--- src/rtl/hack_pkg.sv ---
// Shared constants for the frame demultiplexer: word width, lane count,
// FILL/FULL state encoding and the lane-select decode.
package hack_pkg;

    localparam int WIDTH = 16;
    localparam int WAYS  = 8;
    localparam int PTR_W = 3;
    localparam int CNT_W = 4;

    localparam logic [0:0] ST_FILL = 1'b0;
    localparam logic [0:0] ST_FULL = 1'b1;

    // One-hot select of the lane addressed by the write pointer.
    function automatic logic [WAYS-1:0] lane_decode(input logic [PTR_W-1:0] ptr);
        lane_decode = '0;
        lane_decode[ptr] = 1'b1;
    endfunction

endpackage

--- src/rtl/dmux8way16_frame_if.sv ---
// Upstream word handshake, frame handoff and lane outputs of the frame demux.
interface dmux8way16_frame_if #(parameter int WIDTH = 16);

    logic [WIDTH-1:0] in;
    logic             in_valid;
    logic             in_ready;
    logic             frame_ack;
    logic             flush;
    logic [WIDTH-1:0] a, b, c, d, e, f, g, h;
    logic             frame_valid;
    logic [3:0]       fill_count;

    modport master (
        output in, in_valid, frame_ack, flush,
        input  in_ready, a, b, c, d, e, f, g, h, frame_valid, fill_count
    );

    modport slave (
        input  in, in_valid, frame_ack, flush,
        output in_ready, a, b, c, d, e, f, g, h, frame_valid, fill_count
    );

endinterface

--- src/rtl/register16_load.sv ---
// Lane storage: word register with load enable and synchronous clear.
module register16_load #(
    parameter int WIDTH = 16
) (
    input  logic             clk,
    input  logic             reset,
    input  logic             load,
    input  logic [WIDTH-1:0] d,
    output logic [WIDTH-1:0] q
);

    always_ff @(posedge clk) begin
        if (reset)
            q <= '0;
        else if (load)
            q <= d;
    end

endmodule

--- src/rtl/dmux8way16_frame.sv ---
// Collects eight consecutive words into lanes a..h and holds the frame
// until the consumer acknowledges it.
//
//   state   | meaning
//   --------+-------------------------------------------------
//   ST_FILL | accepting words, writing lane at the pointer
//   ST_FULL | all eight lanes written, frame held until ack
module dmux8way16_frame #(
    parameter int WIDTH = hack_pkg::WIDTH,
    parameter int WAYS  = hack_pkg::WAYS
) (
    input logic                clk,
    input logic                reset,
    dmux8way16_frame_if.slave  bus
);

    import hack_pkg::*;

    logic [0:0]       state;
    logic [PTR_W-1:0] wr_ptr;
    logic [CNT_W-1:0] fill_cnt;
    logic             accept;
    logic [WAYS-1:0]  lane_load;
    logic [WIDTH-1:0] lane_q [WAYS];

    assign bus.in_ready    = (state == ST_FILL);
    assign accept          = bus.in_valid && bus.in_ready;
    assign bus.frame_valid = (state == ST_FULL);
    assign bus.fill_count  = fill_cnt;

    // A flush in the same cycle drops the word, so it must not reach a lane.
    assign lane_load = lane_decode(wr_ptr) & {WAYS{accept && !bus.flush}};

    always_ff @(posedge clk) begin
        if (reset || bus.flush) begin
            state    <= ST_FILL;
            wr_ptr   <= '0;
            fill_cnt <= '0;
        end else begin
            case (state)
                ST_FILL: begin
                    if (accept) begin
                        wr_ptr   <= wr_ptr + 1'b1;
                        fill_cnt <= fill_cnt + 1'b1;
                        if (wr_ptr == PTR_W'(WAYS - 1))
                            state <= ST_FULL;
                    end
                end
                ST_FULL: begin
                    if (bus.frame_ack) begin
                        state    <= ST_FILL;
                        fill_cnt <= '0;
                    end
                end
                default: begin
                    state    <= ST_FILL;
                    wr_ptr   <= '0;
                    fill_cnt <= '0;
                end
            endcase
        end
    end

    for (genvar i = 0; i < WAYS; i++) begin : g_lane
        register16_load #(.WIDTH(WIDTH)) u_lane (
            .clk   (clk),
            .reset (reset),
            .load  (lane_load[i]),
            .d     (bus.in),
            .q     (lane_q[i])
        );
    end

    assign bus.a = lane_q[0];
    assign bus.b = lane_q[1];
    assign bus.c = lane_q[2];
    assign bus.d = lane_q[3];
    assign bus.e = lane_q[4];
    assign bus.f = lane_q[5];
    assign bus.g = lane_q[6];
    assign bus.h = lane_q[7];

endmodule

--- src/flat_wrapper.sv ---
// flat-port wrapper written by rule: the top's interface ports become plain ports
module dmux8way16_frame_flat import hack_pkg::*;
#(
    parameter int WIDTH = hack_pkg::WIDTH,
    parameter int WAYS  = hack_pkg::WAYS
)
  (clk, reset, bus_in, bus_in_valid, bus_frame_ack, bus_flush, bus_in_ready, bus_a, bus_b, bus_c, bus_d, bus_e, bus_f, bus_g, bus_h, bus_frame_valid, bus_fill_count);
  dmux8way16_frame_if #(.WIDTH(WIDTH)) bus_i ();
  input logic clk;
  input logic reset;
  input wire logic [$bits(bus_i.in)-1:0] bus_in;
  input wire logic [$bits(bus_i.in_valid)-1:0] bus_in_valid;
  input wire logic [$bits(bus_i.frame_ack)-1:0] bus_frame_ack;
  input wire logic [$bits(bus_i.flush)-1:0] bus_flush;
  output wire logic [$bits(bus_i.in_ready)-1:0] bus_in_ready;
  output wire logic [$bits(bus_i.a)-1:0] bus_a;
  output wire logic [$bits(bus_i.b)-1:0] bus_b;
  output wire logic [$bits(bus_i.c)-1:0] bus_c;
  output wire logic [$bits(bus_i.d)-1:0] bus_d;
  output wire logic [$bits(bus_i.e)-1:0] bus_e;
  output wire logic [$bits(bus_i.f)-1:0] bus_f;
  output wire logic [$bits(bus_i.g)-1:0] bus_g;
  output wire logic [$bits(bus_i.h)-1:0] bus_h;
  output wire logic [$bits(bus_i.frame_valid)-1:0] bus_frame_valid;
  output wire logic [$bits(bus_i.fill_count)-1:0] bus_fill_count;
  assign bus_i.in = bus_in;
  assign bus_i.in_valid = bus_in_valid;
  assign bus_i.frame_ack = bus_frame_ack;
  assign bus_i.flush = bus_flush;
  assign bus_in_ready = bus_i.in_ready;
  assign bus_a = bus_i.a;
  assign bus_b = bus_i.b;
  assign bus_c = bus_i.c;
  assign bus_d = bus_i.d;
  assign bus_e = bus_i.e;
  assign bus_f = bus_i.f;
  assign bus_g = bus_i.g;
  assign bus_h = bus_i.h;
  assign bus_frame_valid = bus_i.frame_valid;
  assign bus_fill_count = bus_i.fill_count;
  dmux8way16_frame #(.WIDTH(WIDTH), .WAYS(WAYS)) u_core (.clk(clk), .reset(reset), .bus(bus_i));
endmodule
--- config.mk ---
export PLATFORM = sky130hd
export DESIGN_NAME = dmux8way16_frame_flat
export DESIGN_NICKNAME = d
export VERILOG_FILES = /design/src/rtl/hack_pkg.sv /design/src/rtl/dmux8way16_frame_if.sv /design/src/rtl/register16_load.sv /design/src/rtl/dmux8way16_frame.sv /design/src/flat_wrapper.sv
export SDC_FILE = /design/constraint.sdc
export NUM_CORES = 1
export LEC_CHECK = 0
export CAP_MARGIN = 0
export CELL_PAD_IN_SITES_DETAIL_PLACEMENT = 2
export CELL_PAD_IN_SITES_GLOBAL_PLACEMENT = 2
export CORE_ASPECT_RATIO = 0.6
export CORE_MARGIN = 4
export CORE_UTILIZATION = 25
export CTS_BUF_LIST = sky130_fd_sc_hd__clkbuf_16
export DETAILED_ROUTE_END_ITERATION = 10
export DONT_BUFFER_PORTS = 1
export PLACE_DENSITY_LB_ADDON = 0.12
export SLEW_MARGIN = 20
export SYNTH_ARGS = -nofsm -noshare
export SYNTH_HDL_FRONTEND = slang
export SYNTH_HIERARCHICAL = 1
export SYNTH_SLANG_ARGS = --single-unit
--- constraint.sdc ---
create_clock -name clk -period 5.89 [get_ports clk]
set_input_delay 1.4725 -clock clk [delete_from_list [all_inputs] [get_ports clk]]
set_output_delay 1.4725 -clock clk [all_outputs]
set_load 0.05 [all_outputs]
== Yosys cells after proc, flatten, opt, wreduce, memory -nomap -nowiden ==
Cells that the tools add are included.
Word-level totals
  flip-flop bits (word level): 136
  output and inout port bits: 134
  input bits: 21
Operators by class
  $lt $le $gt $ge: 2
  mux-type cells: 9
  add/sub/neg operators: 2
  reduce and logical (&&, ||, !) cells: 7
  equality and inequality tests: 3
  bitwise logic cells: 2
Operators by type and width (count)
  8-bit bitwise AND: 1
  4-bit two-way mux: 2
  4-bit case mux with 2 select lines: 1
  4-bit by 1-bit adder with 4-bit output, second input constant: 1
  3-bit by 4-bit less-than comparator with 1-bit output, second input constant: 1
  1-bit two-way mux: 4
  2-bit inequality test, second input constant: 2
  2-bit AND reduction: 2
  3-bit by 1-bit adder with 3-bit output, second input constant: 1
  1-bit demux with 3-bit select: 1
  3-bit equality test, second input constant: 1
  3-bit by 1-bit >= comparator with 1-bit output, second input constant: 1
  1-bit logical AND: 3
  1-bit case mux with 2 select lines: 1
  1-bit logical NOT: 1
  1-bit logical OR: 1
  1-bit inverter: 1

== Logic depth before layout (Yosys ltp) ==
Gate-level depths: netlist (run 1).
  word-level depth: 5
  gate-level depth with buffers: 8

== Modules after synthesis ==
Netlist (run 1), hierarchy kept.
By module, submodules not included
  register16_load: instances 8, cells each 52, area each 580.6 µm²
  dmux8way16_frame: instances 1, cells each 54, area each 441.7 µm²

== Least setup slack after synthesis (run 1) ==
Ideal clock, no wire load.
  path kind: input -> register
  start: in bus_in_valid
  end: reg u_core.g_lane[0].u_lane.q[10]
  library setup time: 0.117 ns
  required time: 5.773 ns
  setup slack: 3.033 ns
  stages on the path: 8
  arrival time: 2.740 ns
  buffers on the path: 3
  cell sequence: and2b_1 -> buf_6 -> or3b_4 -> nor3_2 -> buf_6 -> buf_12 -> mux2i_1 -> nor2_1
On the way
  longest elaborated chain between the ends: 3
RTL lines
  from (decl): RTL line flat_wrapper.sv:12  | input wire logic [$bits(bus_i.in_valid)-1:0] bus_in_valid;
  1-bit logical AND: RTL line dmux8way16_frame.sv:27  | assign accept = bus.in_valid && bus.in_ready;
  1-bit logical AND: RTL line dmux8way16_frame.sv:32  | assign lane_load = lane_decode(wr_ptr) & {WAYS{accept && !bus.flush}};
  8-bit bitwise AND: RTL line dmux8way16_frame.sv:32
  net u_core.lane_load[0]: RTL line dmux8way16_frame.sv:23  | logic [WAYS-1:0] lane_load;
  to (signal assigned): RTL line register16_load.sv:14  | q <= '0;
  to (signal assigned): RTL line register16_load.sv:16  | q <= d;
  to (decl): RTL line register16_load.sv:9  | output logic [WIDTH-1:0] q
The timed path passes the listed nets, and every way through them passes these cells.
A chain may end at the register's enable or synchronous reset.

== Worst setup path after layout (run 1) ==
  start: in bus_in_valid
  end: reg u_core.g_lane[4].u_lane.q[11]
On the way
  longest elaborated chain between the ends: 3
RTL lines (RTL line)
  1-bit logical AND: dmux8way16_frame.sv:27
  1-bit logical AND: dmux8way16_frame.sv:32
  8-bit bitwise AND: dmux8way16_frame.sv:32
  net u_core.lane_load[4]: dmux8way16_frame.sv:23
  to (signal assigned): register16_load.sv:14
  to (signal assigned): register16_load.sv:16
  to (decl): register16_load.sv:9
The timed path passes the listed nets, and every way through them passes these cells.

==> results of run 1 <==
worst paths after layout:
kind	start	cells after the start	slack, ns	endpoint
hold reg to reg	u_core/wr_ptr[0]	2	0.59	u_core/wr_ptr[0]
setup / recovery	bus_in_valid	5	2.74	u_core/g_lane[4].u_lane/q[11]
setup reg to reg	u_core/bus.frame_valid	5	3.07	u_core/g_lane[4].u_lane/q[11]
hold / removal	u_core/wr_ptr[0]	2	0.59	u_core/wr_ptr[0]
routing by layer:
metal / track usage / up-vias / part of all wire / wire [um]
met5: 0 / - / 0 / 0
met4: 0.0467 / 0 / 0.011 / 175
met3: 0.0838 / 15 / 0.11 / 1830
met2: 0.198 / 88 / 0.41 / 6660
met1: 0.188 / 1637 / 0.46 / 7520
li1: - / 1543 / - / -
worst register-to-register path, cell delays in order (launching register included):
cell and delay, ns:
dfxtp_1 0.52, and2b_1 0.49, or3b_4 0.47, nor2_2 0.87, mux2i_1 0.30, nor2_1 0.05
power by group:
group	leakage (nW)	internal [mW]	switching, mW
Combinational	0.536	0.0143	0.0142
Clock	0.284	0.608	0.396
Sequential	1.10	0.929	0.0354
Total	1.92	1.55	0.446
registers in the layout, summed over array words and instances (netlist names):
| signal | cells |
|---|---|
| u_core/bus.frame_valid | 1 |
| u_core/wr_ptr | 3 |
| u_core/g_lane.u_lane/q | 128 |
| u_core/bus.fill_count | 4 |
cell usage in the layout, fill, tap and decap left out, drive strengths merged, types with 2 or more instances in the layout:
cell / count
a21oi: 4
mux2i: 130
inv: 3
clkbuf: 17
nor3: 2
o21ai: 2
nand2b: 2
ha: 3
nor2: 141
nand2: 3
bufinv: 2
dfxtp: 136
buf: 6
clkinv: 11
kinds of logic (layout without fill, tap and decap cells):
logic type               count (synthesis)  in the layout
XOR/XNOR                                 1              1
AO/OA/AOI/OAI                            8              8
multiplexers                           130            130
adder cells (fa/ha/maj)                  3              3
buffers and inverters                   35             39
AND/OR/NAND/NOR                        157            157
flip-flops                             136            136
through the flow:
| step | power, mW | std cells | util |
|---|---|---|---|
| floorplan | 1.02 | 470 | - |
| global placement | 1.01 | 715 | 0.258 |
| detailed placement | 1.01 | 715 | 0.258 |
| CTS | 2.04 | 747 | 0.285 |
| global route | 2.08 | 747 | 0.285 |
| finish | 2.00 | 747 | 0.285 |
area by class of cell:
cell class	instances	share of cell area
clock buffers	17	0.0745
clock inverters	15	0.0208
inverters	1	0.000658
multi-input cells	299	0.359
flip-flops and latches	136	0.477
well taps	273	0.0598
repair buffers	6	0.00789
==> results.ini, run 1 <==
[hold_path]
holdCritPathClass = flip-flop to flip-flop

[grt]
grt_max_degree = 130
grt_overflow = 0
grt_pass1_wl_mm = 24.0
antenna_found_initial = 0
grt_pass1_vias = 3514
grtUsageTotal = 0.144

[yosys]
synth_common_cells = nor2_1, dfxtp_1, mux2i_1
yosysSeqAreaShare = 0.535
yosys.area_share.adder = 0.00738
muxShareOfSynthArea = 0.256
synth_top_cell_area_share = 0.535
synth_area_sq_um = 5090
avgSynthCellArea_sq_um = 10.8
ys.flop_type = dfxtp_1
synth_most_common_cell = nor2_1
yosysTopAreaCell = dfxtp_1
synth_top_family_by_area = multiplexers
ys_ff_latch = 136
synth_compound_gate_area_share = 0.00861
ys_types = 28
synthTopCellsByArea = dfxtp_1, mux2i_1, nor2_1, buf_12, buf_6
yosysWarnings = 6
syn_inst = 470
synth_xor_area_frac = 0.00172
synth-simple-area-share = 0.124
postSynth.asyncResetShare = 0
synth_nets = 494
synth_edf_count = 0

[die]
initial_utilization = 0.254
die_x_um = 192
top_level_ports = 155
dieHeight_um = 118
core_sq_um = 20000
row_count = 40
dieArea_sq_um = 22800

[placement]
dp_slack_ns = 2.30
place_area_sq_um = 5160
place.port_buffers = 0
hpwl_mm = 11.3
finalWeightedCongestion = 0.739

[drt]
wirelength_mm = 16.2
viasPerCell = 4.39
via_count = 3283
dr.first_iter.drc_count = 105
routedWlPerCell_um = 21.7
ant_nets = 0
dr.pass1.iters = 4
drc_errors = 0

[critical_path]
crit_type = primary input to flip-flop
crit_family = simple AND/OR/NAND/NOR gates
startpoint_type = primary input
cp-end-kind = flip-flop
critPathBufInv = 0
cp_slowest_stage_delay_ns = 0.87
path_max_fanout = 16
cp_data_arrival_time_ns = 3.46
crit_required_ns = 6.19
critical_path.cell_chain = and2b_1, or3b_4, nor2_2, mux2i_1, nor2_1
slowest_stage = nor2_2

[timing]
fin_crit_ns = 3.15
holdWs_ns = 0.593
finalHoldViolCount = 0
slew_viol_final = 0
relSlewSlack = 0.262
fin_ws_ns = 2.74
setup_viol = 0
tightest_slew_ns = 1.11
fmax_ghz = 0.317
fin_tns_setup_ns = 0
rsz0062_at_grt = false
finalCritPeriodShare = 0.535
skew_ns = 0.00602

[clock_network]
clock-root-buffer = clkbuf_16
h-tree-depth = 4
postCtsHoldBufs = 0
clk_transition_reported_paths_ns = 0.06
numCtsBuffers = 17
cts_tree = built
clk_latency_ns = 0.42
clock_sinks = 136
max-clock-path-buffers = 2
post_cts_buffers = 0
cts-resized-gates = 0

[final_layout]
n_fill_cell = 2219
final_layout_size_suffix_gt1_frac = 0.0886
multiInputGateArea_sq_um = 2050
syn_to_final_growth_pct = 12.2
final_nets = 485
ff_latch_area_sq_um = 2720
diodes = 0
post-route-cell-area_sq_um = 5710

[outcome]
status = finished clean

[power]
leakage_nw = 1.92
p_per_area_nw_per_um2 = 350
ir_drop_mv = 0.196

[flow_run]
maxCapViolCount = 0

(Power assumes the default switching activity.)
==> run 2: changes to the inputs <==
Clock period 5.89 ns to 2.9 ns, I/O delays scaled along.
==> results.ini, run 2 (synthesis results as in run 1) <==
[outcome]
status = finished clean

[die]
initial_utilization = 0.254  ; unchanged
core_sq_um = 20000  ; unchanged
dieHeight_um = 118  ; unchanged
top_level_ports = 155  ; unchanged
row_count = 40  ; unchanged
dieArea_sq_um = 22800  ; unchanged
die_x_um = 192  ; unchanged

[grt]
antenna_found_initial = 0  ; unchanged
grt_overflow = 0  ; unchanged
grt_pass1_vias = 3606  ; +2.6%
grtUsageTotal = 0.147  ; +0.00287
grt_max_degree = 130  ; unchanged
grt_pass1_wl_mm = 24.5  ; +2.1%

[final_layout]
final_common_cell = dfxtp_1
top_register = u_core/g_lane.u_lane/q
largest_reg_flops = 128  ; unchanged
final_layout_size_suffix_gt1_frac = 0.0901  ; +0.00154
layout_common_cells = dfxtp_1, nor2_1, mux2i_1, clkbuf_16, buf_4
final_nets = 488  ; +0.62%
n_fill_cell = 2167  ; -2.3%
final_core_utilization = 0.285  ; about the same
syn_to_final_growth_pct = 12.3  ; about the same
diodes = 0  ; unchanged

[placement]
hpwl_mm = 11.4  ; +1.2%
finalWeightedCongestion = 0.708  ; -4.1%
place.port_buffers = 0  ; unchanged

[drt]
dr.pass1.iters = 4  ; unchanged
via_count = 3314  ; +0.94%
drc_errors = 0  ; unchanged
routedWlPerCell_um = 22.0  ; +1.4%
viasPerCell = 4.42  ; +0.54%
dr.first_iter.drc_count = 131  ; +25%
ant_nets = 0  ; unchanged
wirelength_mm = 16.5  ; +1.8%

[clock_network]
max-clock-path-buffers = 2  ; unchanged
clk_latency_ns = 0.42  ; about the same
postCtsHoldBufs = 0  ; unchanged
cts-resized-gates = 0  ; unchanged
post_cts_buffers = 0  ; unchanged
numCtsBuffers = 17  ; unchanged
h-tree-depth = 4  ; unchanged
clk_transition_reported_paths_ns = 0.06  ; about the same
clock_sinks = 136  ; unchanged
clock-root-buffer = clkbuf_16
cts_tree = built

[timing]
tightest_slew_ns = 0.615  ; -0.490 ns
finalHoldViolCount = 0  ; unchanged
rsz0062_at_grt = false
fin_crit_ns = 2.05
skew_ns = 0.0116  ; +0.00561 ns
fmax_ghz = 0.487
fin_tns_setup_ns = 0  ; unchanged
finalCritPeriodShare = 0.708
setup_viol = 0  ; unchanged
slew_viol_final = 0  ; unchanged
relSlewSlack = 0.590  ; +0.327
holdWs_ns = 0.387  ; -0.206 ns

[flow_run]
maxCapViolCount = 0  ; unchanged

[critical_path]
cp_slowest_stage_delay_ns = 0.39  ; -0.48 ns
cp-end-kind = primary output
critPathBufInv = 2  ; +2
cp_data_arrival_time_ns = 1.33  ; -2.13 ns
crit_family = buffers and inverters
crit_type = flip-flop to primary output
slowest_stage = inv_1
startpoint_type = flip-flop
crit_required_ns = 2.17  ; -4.02 ns
path_max_fanout = 6  ; -10
critical_path.cell_chain = buf_4, inv_1

[power]
ir_drop_mv = 0.370  ; +89%
leakage_nw = 1.92  ; +0.27%
p_per_area_nw_per_um2 = 696  ; +99%

[hold_path]
holdCritPathClass = primary input to flip-flop

==> run 2: cell types whose count changed in the layout (fill, tap and decap cells not counted), sizes merged <==
cell,delta
clkinvlp,+1
clkinv,-2
bufinv,-1
inv,+2
buf,+3
==> run 2: cell type report <==
type,instances,area (sq um),share of cell area
Sequential cell,136,2720,0.477
Multi-Input combinational cell,299,2050,0.359
Clock buffer,17,425,0.0745
Tap cell,273,342,0.0598
Clock inverter,15,97.6,0.0171
Timing Repair Buffer,9,67.6,0.0118
Inverter,1,3.75,0.000657
==> run 2: stage by stage <==
stage / power [mW] / area, sq um / std cells / setup WS [ns]
final: 3.97 / 5710 / 750 / 0.846
after global routing: 4.15 / 5710 / 750 / 0.721
after CTS: 4.06 / 5710 / 750 / 0.809
after detailed placement: 2.06 / 5190 / 718 / 0.529
after global placement: 2.06 / 5190 / 718 / 0.587
after floorplan: 2.07 / 5090 / 470 / 0.790
==> run 2: where the power goes <==
group	internal, mW	switching (mW)
registers	1.89	0.0712
logic	0.0296	0.0290
clock network	1.15	0.809
total	3.06	0.909
==> run 2: metal layers <==
metal | up-vias | GRT usage | share of wire
li1 | 1544 | - | -
met2 | 92 | 0.204 | 0.42
met3 | 12 | 0.0847 | 0.11
met1 | 1666 | 0.194 | 0.46
met4 | 0 | 0.0374 | 0.0084
met5 | - | 0 | 0
==> run 2: worst paths after layout <==
kind | start | cells past startpoint | to | slack [ns]
hold / removal | reset | 1 | u_core/g_lane[5].u_lane/q[13] | 0.39
hold reg to reg | u_core/wr_ptr[0] | 2 | u_core/wr_ptr[0] | 0.59
setup reg to reg | u_core/bus.frame_valid | 6 | u_core/g_lane[0].u_lane/q[6] | 0.87
setup / recovery | u_core/bus.frame_valid | 2 | bus_in_ready | 0.85
